### src/rtl/intra_layer_block_scheduler.sv
// Steps a layer through forward-head, overlap and backward-tail phases, one
// step per rising edge of block_finish_valid_i, and reports each phase's block split.
module intra_layer_block_scheduler (
   input  logic        clk_i,
   input  logic        rst_ni,
   input  logic        block_finish_valid_i,
   input  logic [31:0] forward_length_i,
   input  logic [31:0] backward_length_i,
   input  logic [31:0] forward_breakpoint_i,
   input  logic [31:0] backward_breakpoint_i,
   output logic [31:0] block0_start_o,
   output logic [31:0] block0_length_o,
   output logic [31:0] block1_start_o,
   output logic [31:0] block1_length_o,
   output logic [1:0]  block_type_o
);

   typedef enum logic [1:0] {
      FWD_HEAD = 2'd0,
      OVERLAP  = 2'd1,
      BWD_TAIL = 2'd2,
      DONE     = 2'd3
   } phase_e;

   phase_e      phase_q;
   logic        finish_prev_q;
   logic        advance;
   logic [31:0] fbp;
   logic [31:0] bbp;

   // prev resets to 0, so a finish held high across reset release counts as an edge
   assign advance = block_finish_valid_i & ~finish_prev_q;

   always_ff @(posedge clk_i or negedge rst_ni) begin
      if (!rst_ni) begin
         phase_q       <= FWD_HEAD;
         finish_prev_q <= 1'b0;
      end else begin
         finish_prev_q <= block_finish_valid_i;
         if (advance) begin
            case (phase_q)
               FWD_HEAD: phase_q <= OVERLAP;
               OVERLAP:  phase_q <= BWD_TAIL;
               BWD_TAIL: phase_q <= DONE;
               default:  phase_q <= FWD_HEAD;
            endcase
         end
      end
   end

   assign block_type_o = phase_q;

   // clamping keeps every length subtraction below from underflowing
   assign fbp = (forward_breakpoint_i  < forward_length_i)  ? forward_breakpoint_i  : forward_length_i;
   assign bbp = (backward_breakpoint_i < backward_length_i) ? backward_breakpoint_i : backward_length_i;

   always_comb begin
      block0_start_o  = 32'd0;
      block0_length_o = 32'd0;
      block1_start_o  = 32'd0;
      block1_length_o = 32'd0;
      case (phase_q)
         FWD_HEAD: begin
            block0_length_o = fbp;
         end
         OVERLAP: begin
            block0_start_o  = fbp;
            block0_length_o = forward_length_i - fbp;
            block1_length_o = bbp;
         end
         BWD_TAIL: begin
            block0_start_o  = bbp;
            block0_length_o = backward_length_i - bbp;
         end
         default: ;
      endcase
   end

endmodule

### config.mk
export PLATFORM = sky130hd
export DESIGN_NAME = intra_layer_block_scheduler
export DESIGN_NICKNAME = d
export VERILOG_FILES = /design/src/rtl/intra_layer_block_scheduler.sv
export SDC_FILE = /design/constraint.sdc
export NUM_CORES = 1
export LEC_CHECK = 0
export ABC_AREA = 1
export BUFFER_PORTS_ARGS = -buffer_cell sky130_fd_sc_hd__buf_2
export CORE_MARGIN = 2
export CORE_UTILIZATION = 38
export CTS_BUF_LIST = sky130_fd_sc_hd__clkbuf_8
export DETAILED_ROUTE_END_ITERATION = 8
export PLACE_DENSITY = 0.63
export SLEW_MARGIN = 10
export SYNTH_ARGS = -nofsm -noshare
export SYNTH_HDL_FRONTEND = slang
export SYNTH_SLANG_ARGS = --single-unit
### constraint.sdc
create_clock -name clk_i -period 9.4 [get_ports clk_i]
set_input_delay 2.82 -clock clk_i [delete_from_list [all_inputs] [get_ports clk_i]]
set_output_delay 2.82 -clock clk_i [all_outputs]
set_load 0.02 [all_outputs]
### Word level (Yosys, flattened, before mapping)

Cells that the tools add are included.

| storage, ports and cells | value |
|---|---|
| register bits after elaboration | 3 |
| bits of input ports | 131 |
| word-level logic and storage cells | 17 |

| cells by class | value |
|---|---|
| mux-type cells | 6 |
| bitwise gates (word level) | 2 |
| add/sub/neg operators | 2 |
| equal/unequal tests | 2 |
| $lt $le $gt $ge | 2 |
| reduce and logical (&&, ||, !) cells | 1 |

Operator list:

| operator | count |
|---|---|
| 2-to-1 mux 32 bit | 3 |
| one-hot mux 32 bit (3 select lines) | 1 |
| < comparator 32 bit | 2 |
| one-hot mux 32 bit (2 select lines) | 1 |
| subtractor 32 bit | 2 |
| one-hot mux 2 bit (3 select lines) | 1 |
| equality test 2 x 1 -> 1 bit (second input constant) | 1 |
| equality test 2 bit (second input constant) | 1 |
| zero test 2 bit | 1 |
| AND 1 bit | 1 |
| inverter 1 bit | 1 |

### Logic depth before layout (Yosys ltp)

Gate-level depths: netlist of run 1.

| logic depth | value |
|---|---|
| depth after elaboration | 4 |
| depth in mapped cells | 35 |
| depth with buffers taken out | 33 |

### Worst setup path after synthesis of run 1

Ideal clock, no wire load.

| timing path | value |
|---|---|
| path type | input-to-output |
| start | input forward_length_i[27] |
| end | output block0_length_o[22] |
| stages on the path | 25 |
| path buffers | 1 |
| required time | 6.580 ns |
| slack | -0.092 ns |
| arrival time | 6.672 ns |
| path through | inv_1 -> ha_1 -> nand4_2 -> nor3_4 -> and3_4 -> nand2_4 -> nand2_2 -> clkbuf_1 -> o21ai_0 -> ha_1 -> fa_1 -> inv_1 -> a31oi_1 -> or2_2 -> o21ai_0 -> nand3_1 -> nand2_1 -> nand3_1 -> nand2_2 -> nand2_2 -> nand2_2 -> nand3_1 -> nand4_1 -> nand3_1 -> a21oi_1 |

| between the ends | value |
|---|---|
| longest elaborated chain between the ends | 4 |

Ends and longest elaborated chain:

| what | line | text |
|---|---|---|
| start: declaration | 7 | `input logic [31:0] forward_length_i,` |
| < comparator 32 bit * | 54 | `assign fbp = (forward_breakpoint_i < forward_length_i) ? forward_breakpoint_i : forward_length_i;` |
| 2-to-1 mux 32 bit * | 54 |  |
| subtractor 32 bit | 68 | `block0_length_o = forward_length_i - fbp;` |
| one-hot mux 32 bit (3 select lines) * | 62 | `case (phase_q)` |
| end: declaration | 12 | `output logic [31:0] block0_length_o,` |

Every way passes the cells marked *; elsewhere a longest branch is shown, timed or not.

### Final worst setup path of run 1

| timing path | value |
|---|---|
| start | input forward_length_i[29] |
| end | output block0_length_o[18] |

The elaborated chain is that of the path after synthesis.

==> results of run 1 <==
==> worst max-delay path, delay by kind of cell <==
| kind | cells | cell delay, ns |
|---|---|---|
| buf+inv | 6 | 0.71 |
| compound gates | 7 | 0.83 |
| fa+ha+maj | 3 | 0.76 |
| simple gates | 15 | 1.41 |
==> registers in the layout, summed over array words and instances (netlist names) <==
register,flops
block_type_o,2
finish_prev_q,1
==> layout make-up <==
| type | instances | area share |
|---|---|---|
| Clock buffer | 3 | 0.00340 |
| Inverter | 310 | 0.0960 |
| Sequential cell | 3 | 0.00618 |
| Clock inverter | 1 | 0.000309 |
| Tap cell | 285 | 0.0294 |
| Multi-Input combinational cell | 1330 | 0.651 |
| Timing Repair Buffer | 407 | 0.214 |
==> placed cells by master (no fill, tap or decap), types with 7 or more instances in the layout <==
cell type	n
a31oi_1	16
nand4_1	45
nand2_2	41
a21oi_1	95
nor3_1	11
o21ai_1	16
inv_1	285
buf_2	216
o21bai_1	9
a21oi_2	22
o21a_1	8
buf_4	178
conb_1	32
nand3_1	124
nor2_1	169
ha_1	83
nand4_2	13
o21ai_2	9
nand3_2	11
buf_6	8
ha_4	24
o22ai_1	26
o21ai_0	76
nand2_1	406
or2_2	23
nand2_4	7
inv_2	23
nor2_2	19
==> what timing repair did <==
item,4_1_cts,5_1_grt
resized for setup,36,139
gates cloned,1,0
setup buffers,6,13
pin swaps,17,45
endpoints found under the setup margin,21,24
==> routing by layer <==
metal,global-route usage,up-vias,wire length (um)
met3,0.00944,51,1800
met1,0.395,5455,17200
li1,-,6145,-
met5,0,-,0
met2,0.485,408,17300
met4,0.0568,0,827
==> power groups by stage <==
stage          logic [mW]  registers (mW)  clock network, mW
6_report             2.09          0.0233             0.0371
5_1_grt              2.26          0.0236             0.0396
4_1_cts              1.98          0.0231             0.0378
3_5_place_dp         1.94          0.0233                  0
3_3_place_gp         1.93          0.0230                  0
2_1_floorplan        1.24          0.0266                  0
==> metrics by stage <==
step           hold slack (ns)   util  worst slack, ns  power, mW  setup TNS, ns
2_1_floorplan            0.511      -          0.00585       1.27              0
3_3_place_gp             0.546  0.493           -0.231       1.96          -1.76
3_5_place_dp             0.549  0.493           -0.348       1.96          -3.86
4_1_cts                  0.553  0.505         -0.00241       2.04       -0.00241
5_1_grt                  0.612  0.536          -0.0478       2.32         -0.220
6_report                 0.566  0.536           0.0512       2.15              0
==> kinds of logic (layout without fill, tap and decap cells) <==
group / count (synthesis) / count (layout)
other: 1 / 32
DFF: 3 / 3
xor gates and xnor gates: 1 / 1
adders and majority gates: 111 / 111
AOI/OAI and AO/OA: 289 / 289
buffers and inverters: 387 / 721
and+or+nand+nor: 896 / 897
==> synth_stat cells, types with 2 or more instances <==
cell type	instances
clkinv_1	2
nor2_1	176
buf_1	3
nand3_2	4
nand4_2	14
o21ai_2	3
nand2_1	429
buf_2	2
inv_1	303
dfrtp_1	3
nand3_1	134
nand2_4	2
a21oi_1	117
inv_2	5
o21a_1	8
and2_1	3
o211ai_1	2
a31oi_1	18
nor2_2	14
nand2_2	24
nand4_1	45
o21ai_0	94
ha_1	110
clkbuf_1	31
o21ai_1	6
or2_2	25
buf_4	34
nor3_1	13
nor2_4	2
o21bai_1	10
nand3b_1	3
nor3_2	3
buf_6	7
o22ai_1	26
a21boi_0	2
==> path summary, 6_finish.rpt <==
check	start	end	slack, ns
setup / recovery	forward_length_i[29]	block0_length_o[18]	0.05
hold / removal	finish_prev_q	block_type_o[0]	0.57
setup reg to reg	block_type_o[0]	block_type_o[0]	7.57
hold reg to reg	finish_prev_q	block_type_o[0]	0.57
max in group asynchronous	rst_ni	block_type_o[0]	6.89
min in group asynchronous	rst_ni	block_type_o[1]	2.40
==> run metrics, run 1 <==
cell area power density=177 nW/um2; Reg clk slew, reported paths=0.03 ns; Register Area=75.1 um2; Critical Path RT=6.58 ns; Mapped Cells=1,688; Rel. slew slack=0.476; leak pwr=7.03 nW; max-capacitance violation count=0; WL/cell=15.9 um; outcome=completed; FILL cells=2,453; Num CTS Buffers=3; H-tree depth=1; Worst Skew=0.000492 ns; DRC viols=0; fraction of registers with async set/reset=1.00; Diodes inserted=0; VDD IR max=0.115 mV; data arrival time of the critical path=6.53 ns; Crit Path Category=in2out; fin nets=2,297; max incr delay on CP=0.34 ns; Post-Synth XOR/XNOR Area=0.000996; antenna violations before repair=0; largest area contributor in the netlist=nand2_1; Crit Path Max Fanout=4; Clock Path Buffers=2; f_max=0.107 GHz; num rows=55; dominant cells by area after synthesis=nand2_1 (18%), ha_1 (16%), inv_1 (13%), nand3_1 (7.6%), nor2_1 (7.5%); Switching Power=1.39 mW; Slew Viols, Final=0; antenna viol nets, final=0; sequential area share after synthesis=0.00854; die width=156 um; Final Hold Vio Count=0; Final Critical Period=9.35 ns; Synth Flop Type=dfrtp_1; vias in the first global route=10,800; final critical-path share of the clock period=0.995; EDFF count, synth=0; post-synthesis instance area=8790 um2; Total GRT Usage=0.282; Layout area overhead=38.1%; combinational power share=0.972; Pint=0.759 mW; Hold Crit Depth=2; Final setup violation count=0; post-synth top area share=0.183; Via Count=12,100; port bufs=228; largest net degree at the start of global routing=64; Distinct cells, synth=46; DRT Wirelength=37,100 um; Post-Place Cells=2,315; Clk pwr share=0.017; hold buffer count at cts=0; Slowest-stage cell, CP=fa_2; simple logic cell fraction of the synthesized area=0.465; most frequent CP cell=nand2_4; startpoint types=input pin; adder-cell share of the synthesized area=0.159; largest family of logic cells by synthesized area=simple AND/OR/NAND/NOR gates; routability congestion estimate=0.979; core area=22,600 um2; synth warn=0; Placed Instance Area=11,200 um2; post-DR vias/cell=5.16; Multi-input gate area=7910 um2; CTS tree=built; design area=12,100 um2; die area=24,400 um2; Initial Util=0.388; Crit. End Element=output pin; initial DRC count=1,006; root buf cell=clkbuf_8; first-pass GRT wire length=55,000 um; average size of a mapped cell=5.21 um2; First-pass DRT Iterations=5; share of cells above drive strength 1=0.309; post-synthesis mux area share=0; Die Y=156 um; R2R depth=5; Worst-Margin Slew=0.777 ns; Worst-Skew Late Latency=0.22 ns; final cell count without fillers=2,339; sw frac=0.647; io pins=261; total grt overflow=0; Synth Register Bits=3; Worst Hold Class=reg2reg; Compound-Gate Fraction of Synth Area=0.180; sequential fraction of design power=0.011; RSZ-0062 raised after global routing=yes; post-DP HPWL=31,100 um; Sink Count=3
Note: power is estimated with default switching activity, not from simulation.
==> run 2, diff against run 1 <==
ABC_AREA = default   (was 1)
BUFFER_PORTS_ARGS = default   (was -buffer_cell sky130_fd_sc_hd__buf_2)
DONT_BUFFER_PORTS = 1   (was default)
PLACE_DENSITY = 0.53   (was 0.63)
==> run 2 against run 1 <==
The flow now finishes with violations (negative setup slack). Sequential share of layout area barely moved. Sequential power rose by 25%. Critical path depth fell by 7. Die area fell by 5.3%. Non-clock buffer count fell by 98. Final cell count fell by 23%. Critical endpoint is now block0_length_o[22]. Largest cell class unchanged. Highest routed layer unchanged.
==> run metrics, run 2 <==
outcome=finished, violations left; failing checks=negative setup slack; worst-path cell chain=inv_2 -> ha_4 -> a21oi_2 -> nand3_2 -> a221oi_2 -> o211ai_1 -> a21oi_4 -> buf_12 -> o21ai_4 -> ha_2 -> fa_2 -> nand3b_1 -> a21oi_2 -> o211ai_1 -> buf_4 -> a311oi_2 -> or3_4 -> nand4_1 -> a21o_1 -> a31oi_4 -> buf_6 -> xor2_1 -> a222oi_1 -> nor2_2; Synth Flop Type=dfrtp_1; average size of a mapped cell=6.49 um2 (+25%); r2r endpoint=block_type_o[1]; routability congestion estimate=0.920 (-6.0%); data arrival time of the critical path=7.21 ns (+0.68 ns); post-DR vias/cell=5.55 (+7.6%); flop2flop setup slack=7.47 ns (-0.10 ns); EDFF count, synth=0 (unchanged); most common cell after layout, fill and taps aside=buf_4; first-pass GRT wire length=50,800 um (-7.6%); num rows=54 (-1.8%); initial DRC count=756 (-25%); largest net degree at the start of global routing=58 (-9.4%); Crit Path Category=in2out; synth warn=0 (unchanged); most frequent cells in the layout=buf_4 (283), nand2_1 (148), inv_1 (94), a21oi_1 (82), ha_1 (81); root buf cell=clkbuf_8; share of cells above drive strength 1=0.334 (+0.0258); fin nets=1,771 (-23%); Rel. slew slack=0.351 (-0.125); RSZ-0062 raised after global routing=yes; First-pass DRT Iterations=7 (+2); Clock Path Buffers=2 (unchanged); Final Hold Vio Count=0 (unchanged); cell area power density=175 nW/um2 (-1.4%); f_max=0.0997 GHz (-6.8%); Crit. End Element=output pin; post-DP HPWL=27,000 um (-13%); final critical-path share of the clock period=1.07 (+0.0729); Diodes inserted=0 (unchanged); DRC viols=0 (unchanged); Via Count=10,000 (-17%); total grt overflow=0 (unchanged); final setup TNS=-10.01 ns (-10.01 ns); Reg clk slew, reported paths=0.03 ns (about the same); list of most frequent post-synthesis cells=nand2_1 (155), ha_1 (110), inv_1 (108); Worst-Margin Slew=0.973 ns (+0.195 ns); largest area contributor in the netlist=ha_1; port bufs=0 (-100%); Crit Path Max Fanout=7 (+3); H-tree depth=1 (unchanged); CTS tree=built; vias in the first global route=9,591 (-11%); Worst-Skew Late Latency=0.22 ns (about the same); Die Y=152 um (-2.7%); hold buffer count at cts=0 (unchanged); die width=152 um (-2.7%); Final setup violation count=22 (+22); Setup WS pre-CTS=-0.772 ns (-0.424 ns); Distinct cells, synth=82 (+78%); Worst Hold Class=reg2reg; io pins=261 (unchanged); max incr delay on CP=0.34 ns (about the same); Synth Register Bits=3 (unchanged); leak pwr=5.44 nW (-23%); Layout area overhead=43.2%; startpoint types=input pin; Slowest-stage cell, CP=fa_2; reg2reg start=block_type_o[0]; die area=23,100 um2 (-5.3%); Sink Count=3 (unchanged); Critical Path Start=forward_length_i[23]; Initial Util=0.384 (-0.00380); most frequent cell after synthesis=nand2_1; R2R depth=3 (-2); DRT Wirelength=32,300 um (-13%); VDD IR max=0.110 mV (-4.1%); antenna violations before repair=0 (unchanged); final setup margin=-0.634 ns (-0.685 ns); antenna viol nets, final=0 (unchanged); dominant cells by area after synthesis=ha_1 (17%), nand2_1 (7.0%), a21oi_1 (6.3%), o21ai_0 (5.4%), inv_1 (4.9%); Worst Setup EP=block0_length_o[22]; Total GRT Usage=0.263 (-0.0199); post-synthesis instance area=8310 um2 (-5.4%); Slew Viols, Final=0 (unchanged); post-synth top area share=0.166 (-0.0176); max-capacitance violation count=0 (unchanged); Worst Skew=0.00215 ns (+0.00166 ns); core area=21,600 um2 (-4.5%); Final Critical Period=10.03 ns (+0.685 ns); Critical Path RT=6.58 ns (about the same); Mapped Cells=1,280 (-24%); fraction of registers with async set/reset=1.00 (unchanged); number of flip-flops under the largest register name=2 (unchanged); WL/cell=17.9 um (+13%); Hold WS=0.600 ns (+0.0345 ns); Num CTS Buffers=3 (unchanged); sequential area share after synthesis=0.00903 (+0.000491)
==> run 2: cell types whose count changed in the layout (fill, tap and decap cells not counted), moves of 36 or more <==
cell	before	now
inv_1	285	94
buf_4	178	283
nand2_2	41	5
nand3_1	124	31
buf_2	216	0
nor2_1	169	62
nand2_1	406	148
nor2b_1	0	58
==> run 2: worst max-delay path: cells and delay by family <==
family / cells / cell delay (ns)
AOI/OAI and AO/OA: 11 / 2.06
xor gates and xnor gates: 1 / 0.17
and+or+nand+nor: 5 / 0.87
buffers and inverters: 4 / 0.52
adders and majority gates: 3 / 0.77
==> run 2: cells by family (layout without fill, tap and decap cells) <==
kind of cell	Yosys count	after routing	synth area share
adders and majority gates	133	133	0.196
buffers and inverters	204	421	0.109
muxes	31	31	0.0379
DFF	3	3	0.00903
other	1	32	0.000451
AOI/OAI and AO/OA	396	396	0.317
and+or+nand+nor	455	455	0.271
xor gates and xnor gates	57	57	0.0601
==> run 2: metrics by stage <==
step	cells	cell area, um2	util	total power [mW]
floorplan	1311	9100	-	1.26
global route	1808	11900	0.551	2.22
global placement	1772	11000	0.506	1.88
CTS	1794	11400	0.529	2.00
detailed placement	1772	11000	0.506	1.88
finish	1808	11900	0.551	2.08
==> run 2: layout make-up <==
class                           count  area (um2)
Clock buffer                        3        41.3
Fill cell                        2129        9710
Clock inverter                      1        3.75
Timing Repair Buffer              309        2430
Inverter                          108         437
Multi-Input combinational cell   1104        8560
Sequential cell                     3        75.1
Tap cell                          280         350
==> run 2: how the worst min path moves through the flow <==
stage | start | end | slack (ns) | depth (start not counted)
floorplan | finish_prev_q | block_type_o[0] | 0.54 | 2
global placement | finish_prev_q | block_type_o[0] | 0.59 | 2
CTS | finish_prev_q | block_type_o[0] | 0.60 | 2
global route | finish_prev_q | block_type_o[0] | 0.64 | 2
detailed placement | finish_prev_q | block_type_o[0] | 0.59 | 2
finish | finish_prev_q | block_type_o[0] | 0.60 | 2
==> run 2: where the power goes <==
group / leakage (nW) / switching [mW] / internal [mW]
Combinational: 5.38 / 1.17 / 0.843
Clock: 0.0269 / 0.0102 / 0.0279
Sequential: 0.0359 / 0.0118 / 0.0174
Total: 5.44 / 1.19 / 0.888
==> run 2: timing repair <==
item                       CTS  global route
buffers inserted            18            14
pin swaps                   77            66
hold endpoints to repair     0             0
setup endpoints to repair   25            25
gates resized for setup     68            71
==> run 2: metal layers <==
metal | global-route usage | wire length, um | up-vias
met4 | 0.0454 | 501 | 0
met2 | 0.417 | 14200 | 337
met5 | 0 | 0 | -
li1 | - | - | 5036
met3 | 0.0391 | 2290 | 35
met1 | 0.380 | 15300 | 4620
==> run 3, diff against run 2 <==
CELL_PAD_IN_SITES_DETAIL_PLACEMENT = 1   (was default)
CELL_PAD_IN_SITES_GLOBAL_PLACEMENT = 1   (was default)
PLACE_DENSITY = 0.73   (was 0.53)
==> run 3 against run 2 <==
The run still ends with negative setup slack left. Utilization increased by 1.6 points. Worst setup slack got worse by 0.50 ns. Combinational power increased by 9%. Total power increased by 8.7%. Sequential share of layout area about the same. First-iteration DRC count increased by 45%. Count of clock-buffer cells in the layout unchanged. Global-route usage increased by 7.2 points. Highest routed layer unchanged.
==> run metrics, run 3 (synthesis gave the netlist of run 2 again) <==
First-pass DRT Iterations=7 (unchanged); fin nets=1,776 (+0.28%); Critical Path RT=6.58 ns (about the same); most frequent cells in the layout=buf_4 (279), nand2_1 (146), inv_1 (88), a21oi_1 (83), ha_1 (78); root buf cell=clkbuf_8; Total Power=2.26 mW (+8.7%); FILL cells=2,733 (+28%); met2 Usage GRT=0.550 (+0.133); outcome=finished, violations left; H-tree depth=1 (unchanged); Worst Skew=0.00618 ns (+0.00402 ns); failing checks=negative setup slack; data arrival time of the critical path=7.71 ns (+0.50 ns); WL/cell=24.9 um (+39%); Sink Count=3 (unchanged); post-DP HPWL=30,600 um (+13%); final critical-path share of the clock period=1.12 (+0.0529); final setup margin=-1.13 ns (-0.498 ns); Diodes inserted=0 (unchanged); Final setup violation count=27 (+23%); Final Hold Vio Count=0 (unchanged); design area=12,200 um2 (+2.9%); largest net degree at the start of global routing=73 (+26%); Die Y=152 um (unchanged); Final Critical Period=10.53 ns (+0.498 ns); RSZ-0062 raised after global routing=yes; Slew Viols, Final=0 (unchanged); die area=23,100 um2 (unchanged); antenna violations before repair=0 (unchanged); met1 global-route usage=0.432 (+0.0521); leak pwr=5.55 nW (+2.0%); grt met3 use=0.0531 (+0.0140); Via Count=11,500 (+15%); Crit Path Max Fanout=8 (+1); Layout area overhead=47.3%; Num CTS Buffers=3 (unchanged); startpoint types=input pin; num rows=54 (unchanged); CTS tree=built; routability congestion estimate=0.938 (+1.9%); Hold WS=0.649 ns (+0.0488 ns); Worst-Margin Slew=0.962 ns (-0.0104 ns); grt peak-use layer=met2; Worst Hold Class=reg2reg; antenna viol nets, final=0 (unchanged); max-capacitance violation count=0 (unchanged); hold buffer count at cts=0 (unchanged); port bufs=0 (unchanged); Total GRT Usage=0.334 (+0.0715); Placed Instance Area=10,900 um2 (-0.57%); Crit Path Category=in2out; VDD IR max=0.0916 mV (-17%); Rel. slew slack=0.358 (+0.00691); vias in the first global route=11,500 (+20%); f_max=0.0950 GHz (-4.7%); total grt overflow=0 (unchanged); Util after Layout=0.566 (+0.0157); Worst-Skew Late Latency=0.22 ns (about the same); final cell count without fillers=1,813 (+0.28%); Post-Place Cells=1,762 (-0.56%); initial DRC count=1,096 (+45%); Crit. End Element=output pin; Clock Path Buffers=2 (unchanged); DRT Wirelength=45,200 um (+40%); core area=21,600 um2 (unchanged); number of flip-flops under the largest register name=2 (unchanged); share of cells above drive strength 1=0.350 (+0.0152); first-pass GRT wire length=63,700 um (+25%); cell area power density=185 nW/um2 (+5.7%); post-DR vias/cell=6.36 (+15%); Reg clk slew, reported paths=0.04 ns (about the same); most common cell after layout, fill and taps aside=buf_4; Initial Util=0.384 (unchanged); io pins=261 (unchanged); DRC viols=0 (unchanged); die width=152 um (unchanged)
==> run 3: worst paths after layout <==
| check | from | endpoint | slack (ns) | cells after the start |
|---|---|---|---|---|
| max | forward_length_i[31] | block0_length_o[22] | -1.13 | 24 |
| min | finish_prev_q | block_type_o[0] | 0.65 | 2 |
| max reg2reg | block_type_o[0] | block_type_o[1] | 7.42 | 3 |
| min reg2reg | finish_prev_q | block_type_o[0] | 0.65 | 2 |
| max in group asynchronous | rst_ni | block_type_o[1] | 7.03 | 0 |
| min in group asynchronous | rst_ni | finish_prev_q | 2.29 | 0 |
==> run 3: power breakdown <==
group          internal (mW)  switching (mW)  total [mW]  leakage (nW)
registers             0.0174          0.0124      0.0298        0.0359
clock network         0.0280          0.0103      0.0383        0.0269
logic                  0.877            1.32        2.19          5.49
total                  0.922            1.34        2.26          5.55
==> run 3: cell type report <==
type                    count  area (um2)  area share
repair buffers            314        2570       0.210
clock inverters             1        3.75    0.000306
flip-flops and latches      3        75.1     0.00613
clock buffers               3        41.3     0.00337
inverters                 108         447      0.0365
multi-input cells        1104        8750       0.715
well taps                 280         350      0.0286
==> run 3: stage by stage <==
step | setup slack [ns] | setup TNS (ns)
finish | -1.13 | -20.62
floorplan | -0.571 | -6.99
detailed placement | -0.911 | -15.52
CTS | -0.708 | -12.16
global route | -1.30 | -23.96
global placement | -0.777 | -12.67
==> run 3: repair_timing <==
item | in CTS | in global routing
buffers inserted | 27 | 24
setup endpoints to repair | 25 | 26
gates cloned | 1 | 1
pin swaps | 82 | 74
gates resized for setup | 104 | 81
==> run 3: worst max-delay path, stage by stage <==
cell and delay, ns:
clkinvlp_4 0.11, ha_4 0.24, nand4_1 0.11, nor2_1 0.08, a221oi_2 0.34, o211ai_1 0.27
a21oi_4 0.24, buf_12 0.17, buf_12 0.13, o21ai_4 0.07, buf_6 0.12, fa_2 0.42
nand3b_1 0.25, a21oi_2 0.20, o211ai_1 0.20, a311oi_1 0.37, or3_4 0.19, nand4_1 0.15
a21o_1 0.22, a31oi_4 0.21, buf_6 0.14, xor2_2 0.05, a222oi_1 0.43, nor2_2 0.16
==> run 3: per-layer routing <==
layer / vias up / wire, um
met5: - / 0
li1: 5038 / -
met4: 0 / 2650
met3: 214 / 3720
met2: 692 / 20800
met1: 5583 / 18000
